<file path="src/rtl/soc_ctrl_rst_seq_gen.sv">
// Ordered per-channel clock-enable/reset release and reverse shutdown,
// gated by a synchronized PLL lock.
module soc_ctrl_rst_seq_gen #(
    parameter int NUM_CH      = 4,
    parameter int CNT_W       = 8,
    parameter int SYNC_STAGES = 2
) (
    input  logic                    clk_i,
    input  logic                    arst_i,
    input  logic                    pll_lock_i,
    input  logic                    en_i,
    input  logic [NUM_CH*CNT_W-1:0] delay_i,
    output logic [NUM_CH-1:0]       rst_no,
    output logic [NUM_CH-1:0]       clk_en_o,
    output logic                    busy_o,
    output logic                    done_o,
    output logic                    lock_lost_o
);

    localparam int KW = (NUM_CH > 1) ? $clog2(NUM_CH) : 1;
    localparam logic [KW-1:0] K_LAST = KW'(NUM_CH - 1);

    typedef enum logic [2:0] {
        S_IDLE,
        S_CH_WAIT,
        S_CH_REL,
        S_RUN,
        S_SH_RST,
        S_SH_CLK
    } state_t;

    state_t                 r_state;
    logic [KW-1:0]          r_k;
    logic [CNT_W-1:0]       r_cnt;
    logic [SYNC_STAGES-1:0] r_sync;
    logic [NUM_CH-1:0]      r_rst_n;
    logic [NUM_CH-1:0]      r_clk_en;
    logic                   r_lock_lost;

    logic                   w_lock_s;
    logic [KW-1:0]          w_k_nxt;
    logic [CNT_W-1:0]       w_dly [NUM_CH];

    assign w_lock_s = r_sync[SYNC_STAGES-1];
    assign w_k_nxt  = r_k + 1'b1;

    for (genvar g = 0; g < NUM_CH; g++) begin : g_dly
        assign w_dly[g] = delay_i[g*CNT_W +: CNT_W];
    end

    always_ff @(posedge clk_i or posedge arst_i) begin
        if (arst_i) begin
            r_state     <= S_IDLE;
            r_k         <= '0;
            r_cnt       <= '0;
            r_sync      <= '0;
            r_rst_n     <= '0;
            r_clk_en    <= '0;
            r_lock_lost <= 1'b0;
        end else begin
            r_sync      <= {r_sync[SYNC_STAGES-2:0], pll_lock_i};
            r_lock_lost <= 1'b0;
            // Lock loss beats every other transition, including en_i=0.
            if (r_state != S_IDLE && !w_lock_s) begin
                r_state     <= S_IDLE;
                r_k         <= '0;
                r_cnt       <= '0;
                r_rst_n     <= '0;
                r_clk_en    <= '0;
                r_lock_lost <= 1'b1;
            end else begin
                case (r_state)
                    S_IDLE: begin
                        if (en_i && w_lock_s) begin
                            r_state <= S_CH_WAIT;
                            r_k     <= '0;
                            r_cnt   <= w_dly[0];
                        end
                    end
                    S_CH_WAIT: begin
                        if (!en_i) begin
                            r_state <= S_SH_RST;
                            r_k     <= K_LAST;
                        end else if (r_cnt != '0) begin
                            r_cnt <= r_cnt - 1'b1;
                        end else begin
                            r_clk_en[r_k] <= 1'b1;
                            r_state       <= S_CH_REL;
                        end
                    end
                    S_CH_REL: begin
                        if (!en_i) begin
                            r_state <= S_SH_RST;
                            r_k     <= K_LAST;
                        end else begin
                            r_rst_n[r_k] <= 1'b1;
                            if (r_k == K_LAST) begin
                                r_state <= S_RUN;
                            end else begin
                                r_k     <= w_k_nxt;
                                r_cnt   <= w_dly[w_k_nxt];
                                r_state <= S_CH_WAIT;
                            end
                        end
                    end
                    S_RUN: begin
                        if (!en_i) begin
                            r_state <= S_SH_RST;
                            r_k     <= K_LAST;
                        end
                    end
                    S_SH_RST: begin
                        r_rst_n[r_k] <= 1'b0;
                        r_state      <= S_SH_CLK;
                    end
                    S_SH_CLK: begin
                        r_clk_en[r_k] <= 1'b0;
                        if (r_k == '0) begin
                            r_state <= S_IDLE;
                        end else begin
                            r_k     <= r_k - 1'b1;
                            r_state <= S_SH_RST;
                        end
                    end
                    default: begin
                        r_state <= S_IDLE;
                    end
                endcase
            end
        end
    end

    assign rst_no      = r_rst_n;
    assign clk_en_o    = r_clk_en;
    assign lock_lost_o = r_lock_lost;
    assign done_o      = (r_state == S_RUN);
    assign busy_o      = (r_state == S_CH_WAIT) || (r_state == S_CH_REL) ||
                         (r_state == S_SH_RST)  || (r_state == S_SH_CLK);

endmodule

</file>
<file path="config.mk">
export PLATFORM = sky130hd
export DESIGN_NAME = soc_ctrl_rst_seq_gen
export DESIGN_NICKNAME = d
export VERILOG_FILES = /design/src/rtl/soc_ctrl_rst_seq_gen.sv
export SDC_FILE = /design/constraint.sdc
export NUM_CORES = 1
export LEC_CHECK = 0
export ABC_AREA = 1
export CELL_PAD_IN_SITES_DETAIL_PLACEMENT = 1
export CELL_PAD_IN_SITES_GLOBAL_PLACEMENT = 1
export CORE_UTILIZATION = 33
export CTS_CLUSTER_SIZE = 14
export DETAILED_ROUTE_END_ITERATION = 10
export PLACE_DENSITY = 0.75
export RECOVER_POWER = 100
export SYNTH_ARGS = -nofsm -noshare
export SYNTH_HDL_FRONTEND = slang
export SYNTH_SLANG_ARGS = --single-unit
</file>
<file path="constraint.sdc">
create_clock -name clk_i -period 2.5 [get_ports clk_i]
set_input_delay 0.5 -clock clk_i [delete_from_list [all_inputs] [get_ports clk_i]]
set_output_delay 0.5 -clock clk_i [all_outputs]
set_load 0.05 [all_outputs]
</file>
Word-level counts from Yosys, hierarchy flattened. Index checks and enable logic that the tools add are counted.

Flip-flop bits (word level): 24. Bits of input ports: 36. Output and inout bits: 11. Word-level logic and storage cells: 93.

Add/sub/neg operators: 3. Order comparisons: 3. Equality and inequality tests: 17. Muxes and demuxes: 36. Bitwise gates (word level): 6. Reductions and logical operators: 21.

Operator list (number): $mux W8 (8); $pmux W8 S3 (1); $mux W3 (7); $ne A3 B3 Y1 const B (7); $mux W4 (5); $pmux W3 S6 (1); $bmux W8 S2 (1); $pmux W4 S2 (2); $mux W2 (7); $reduce_bool A3 Y1 (3); $and A4 B4 Y4 (2); $ne A4 B4 Y1 const B (2); $or A4 B4 Y4 (2); $pmux W2 S4 (1); $reduce_bool A8 Y1 (1); $sub A8 B1 Y8 const B (1); $eq A3 B2 Y1 const B (2); $eq A3 B3 Y1 const B (2); $ne A3 B2 Y1 const B (2); $reduce_and A3 Y1 (2); $reduce_and A6 Y1 (1); $reduce_and A5 Y1 (1); $reduce_bool A5 Y1 (1); $not A4 Y4 (1); 18 further kinds (23).

Longest topological paths before layout.
Word-level depth: 9. Gate-level depth with buffers: 13.

Worst setup path before layout. No wires, ideal clock.

Kind: register to register. Start point: register r_k[0]. End point: register r_cnt[0]. Library setup time: 122 ps. Data arrival time: 1973 ps. Data required time: 2378 ps. Path slack: 404 ps. Stages on the path, launching flop included: 13. Path buffers: 4. Period minus slack after synthesis: 2096 ps. Path through: dfrtp_1 -> buf_2 -> inv_2 -> clkbuf_1 -> ha_1 -> clkbuf_1 -> inv_1 -> buf_2 -> nor2_1 -> o21ai_0 -> o21ai_0 -> a21oi_1 -> o21ai_1.

Word-level cells in the longest chain between the ends: 9.

RTL lines: from (decl) (RTL line 33) `logic [KW-1:0] r_k;`; from (signal assigned) (RTL line 100) `r_k <= w_k_nxt;`; from (signal assigned) (RTL line 121) `r_k <= r_k - 1'b1;`; $add A2 B1 Y2 (RTL line 45) `assign w_k_nxt = r_k + 1'b1;`; $not A2 Y3 (implied by the code) (RTL line 101) `r_cnt <= w_dly[w_k_nxt];`; $bmux W8 S2 (RTL line 101); $mux W8 (implied by the code) (2 in series) (RTL line 101); $mux W8 (RTL line 97) `if (r_k == K_LAST) begin`; $mux W8 (RTL line 92) `if (!en_i) begin`; $pmux W8 S3 (RTL line 72) `case (r_state)`; $mux W8 (RTL line 64) `if (r_state != S_IDLE && !w_lock_s) begin`; to (signal assigned) (RTL line 77) `r_cnt <= w_dly[0];`; to (signal assigned) (RTL line 85) `r_cnt <= r_cnt - 1'b1;`; to (signal assigned) (RTL line 101); to (decl) (RTL line 34) `logic [CNT_W-1:0] r_cnt;`.

Parallel ways exist; a longest one is shown, timed or not. The select of a mux whose other input is x is not followed. A chain may end at the register's enable or synchronous reset.

Worst setup path after layout.
Start point: register r_state[1]. End point: output port busy_o.

Word-level cells in the longest chain between the ends: 4.

RTL lines: from (decl) (RTL line 32) `state_t r_state;`; from (signal assigned) (RTL line 53) `r_state <= S_IDLE;`; from (signal assigned) (RTL line 65) `r_state <= S_IDLE;`; from (signal assigned) (RTL line 75) `r_state <= S_CH_WAIT;`; $eq A3 B1 Y1 or $eq A3 B2 Y1 (tied branches) (RTL line 137) `assign busy_o = (r_state == S_CH_WAIT) || (r_state == S_CH_REL) ||`; $logic_or A1 B1 Y1 (2 in series) (RTL line 137); $logic_or A1 B1 Y1 (*) (RTL line 138) `(r_state == S_SH_RST) || (r_state == S_SH_CLK);`; to (decl) (RTL line 15) `output logic busy_o,`.

Mark *: on every way between the ends. The rest lies on a longest branch, timed or not.

==> reports/results.ini <==
[status]
run_status=complete, no violations

[worst_setup_path]
crit_start=r_state[1]$_DFFE_PP0P_
max_stage_delay_ps=490
cpMaxStageDelayCell=dfrtp_1
start_kind=flip-flop
path_depth=7
crit_family=flip-flops
required_ps=2000
r2r_cells=7
arrival_ps=1700
path_cells=inv_2 -> nor2_2 -> nand2_2 -> nand2_1 -> inv_2 -> o21ai_0 -> buf_12
critPathKind=reg -> out
r2r_end=r_state[1]$_DFFE_PP0P_
crit_fanout=9
cp-endpoint=busy_o
timing.rr.start=r_state[1]$_DFFE_PP0P_
regToRegSetupSlack_ps=330
end_kind=primary output
critPathBufInv=3
crit_top_cell=inv_2

[sta]
hold_ws_ps=363
final-hold-violation-count=0
fin_crit_ps=2200
relSlewSlack_pct=10.4
rsz0062_at_grt=false
fin_setup_tns_ps=0
worst_slew_pin_slew_ps=1340
setup_violations=0
fmax_ghz=0.454
min_period_over_period_pct=88.2
clock_skew_ps=6.16
setup_ws_ps=296
slew_viol_final=0

[route]
wl_per_cell_um=14.0
drt-total-wl_um=5900
vias=2048
drt_iter0_drc=112
post-route-drc-count=0
dr.pass1.iters=4
via_per_inst=4.86
drt.antenna.violating_nets=0

[logic_synthesis]
synth_warnings=0
synth_seq_cells=24
synthCells=303
syn_nets=345
synth_cell_type_count=24
yosysSeqAreaShare_pct=32.2
synth_async_sr_flop_share_pct=100
synth_edf_count=0
synth_area_sq_um=1870
ys.flop_type=dfrtp_1
avgSynthCellArea_sq_um=6.17

[die]
initial_utilization_pct=34.1
num_rows=27
die_h_um=77.2
dieArea_sq_um=5970
die_w_um=77.2
core-area_sq_um=5470
pin_count=47

[place]
dp_hpwl_um=4720
pre_cts_ws_ps=457
io_buffers=46
place_congestion=0.957
dpl_cell_area_sq_um=2420

[clocking]
cts_max_level=1
clock_path_buffers=2
clkLatencyLatePin_ps=270
cts_setup_buffers=0
path_clk_slew_ps=90
cts-resized-gates=0
cts_hold_buf=0
cts_root_buf=clkbuf_8
cts_tree=done
cts.sinks=24
numCtsBuffers=3

[layout]
nets=392
areaGrowthSynthToFinish_pct=32.6
drive_gt1_share_pct=6.88
design_area_sq_um=2480
final_util_pct=45.3
mostFrequentLayoutCell=nand2_1
n_antenna_cell=0
mostFrequentLayoutCells=91 x nand2_1, 49 x nor2_1, 33 x clkdlybuf4s50_1

[worst_hold_path]
hold_class=reg -> reg

[grt]
grt_max_degree=25
grt_overflow=0
grt_pass1_vias=2002
antenna_found_initial=0
grt_usage_pct=21.2
grt_first_pass_wirelength_um=10100

[power_and_ir_drop]
leakagePower_nw=1.29
power_density_nw_per_um2=1190
vdd_ir_drop_max_mv=0.563

[run]
drv_cap=0

## through the flow
stage | cells | total power (W)
2_1_floorplan | 303 | 0.00205
3_3_place_gp | 417 | 0.00262
3_5_place_dp | 417 | 0.00267
4_1_cts | 421 | 0.00303
5_1_grt | 421 | 0.00324
6_report | 421 | 0.00295
## registers in the layout, indices dropped and copies added, names as in the netlist
signal	count
clk_en_o	4
rst_no	4
lock_lost_o	1
r_sync	2
r_k	2
r_state	3
r_cnt	8
## power breakdown
| group | leakage [nW] | switching [W] | internal, W |
|---|---|---|---|
| sequential | 0.309 | 0.000123 | 0.000531 |
| clock | 0.0357 | 0.000135 | 0.000214 |
| combinational | 0.942 | 0.00131 | 0.000635 |
## cell type report
cell class / count / area, sq um
multi-input combinational: 238 / 1100
fill: 764 / 3000
sequential: 24 / 602
timing repair buffer: 49 / 484
clock buffer: 3 / 41.3
inverter: 34 / 128
tap: 72 / 90.1
clock inverter: 1 / 30.0
## metal layers
metal,vias up,wire length (um),GRT usage (%)
met5,-,0,0
met4,0,28,2.83
met3,2,206,2.26
met2,41,2760,34.6
met1,943,2900,30.7
li1,1062,-,-
## synthesized netlist by cell type (2+ instances only)
library cell | count | area, sq um
o21ai_0 | 21 | 105
dfrtp_1 | 24 | 601
nand2_2 | 4 | 25.0
o21ai_1 | 14 | 70.1
nand4_1 | 2 | 12.5
a21oi_1 | 16 | 80.1
nor2_2 | 3 | 18.8
nand2_1 | 89 | 334
clkbuf_1 | 2 | 7.51
o211ai_1 | 2 | 15.0
inv_2 | 6 | 22.5
nand3_1 | 24 | 120
ha_1 | 6 | 75.1
inv_1 | 28 | 105
nor2_1 | 49 | 184
buf_2 | 5 | 25.0
## logic make-up (layout without fill, tap and decap cells)
family,Yosys count,count (layout),share of synthesized area (%)
buffers and inverters,41,87,8.57
adders and majority gates,6,6,4.02
AOI/OAI and AO/OA,55,55,15.3
DFF,24,24,32.2
and+or+nand+nor,177,177,40.0
## worst min-delay path by stage
stage                             start  cells past startpoint             endpoint
floorplan           r_sync[0]$_DFF_PP0_                      0  r_sync[1]$_DFF_PP0_
global placement    r_sync[0]$_DFF_PP0_                      0  r_sync[1]$_DFF_PP0_
CTS                 r_sync[0]$_DFF_PP0_                      0  r_sync[1]$_DFF_PP0_
finish              r_sync[0]$_DFF_PP0_                      0  r_sync[1]$_DFF_PP0_
detailed placement  r_sync[0]$_DFF_PP0_                      0  r_sync[1]$_DFF_PP0_
global route        r_sync[0]$_DFF_PP0_                      0  r_sync[1]$_DFF_PP0_
No activity file was read; power rests on OpenSTA's default activity.
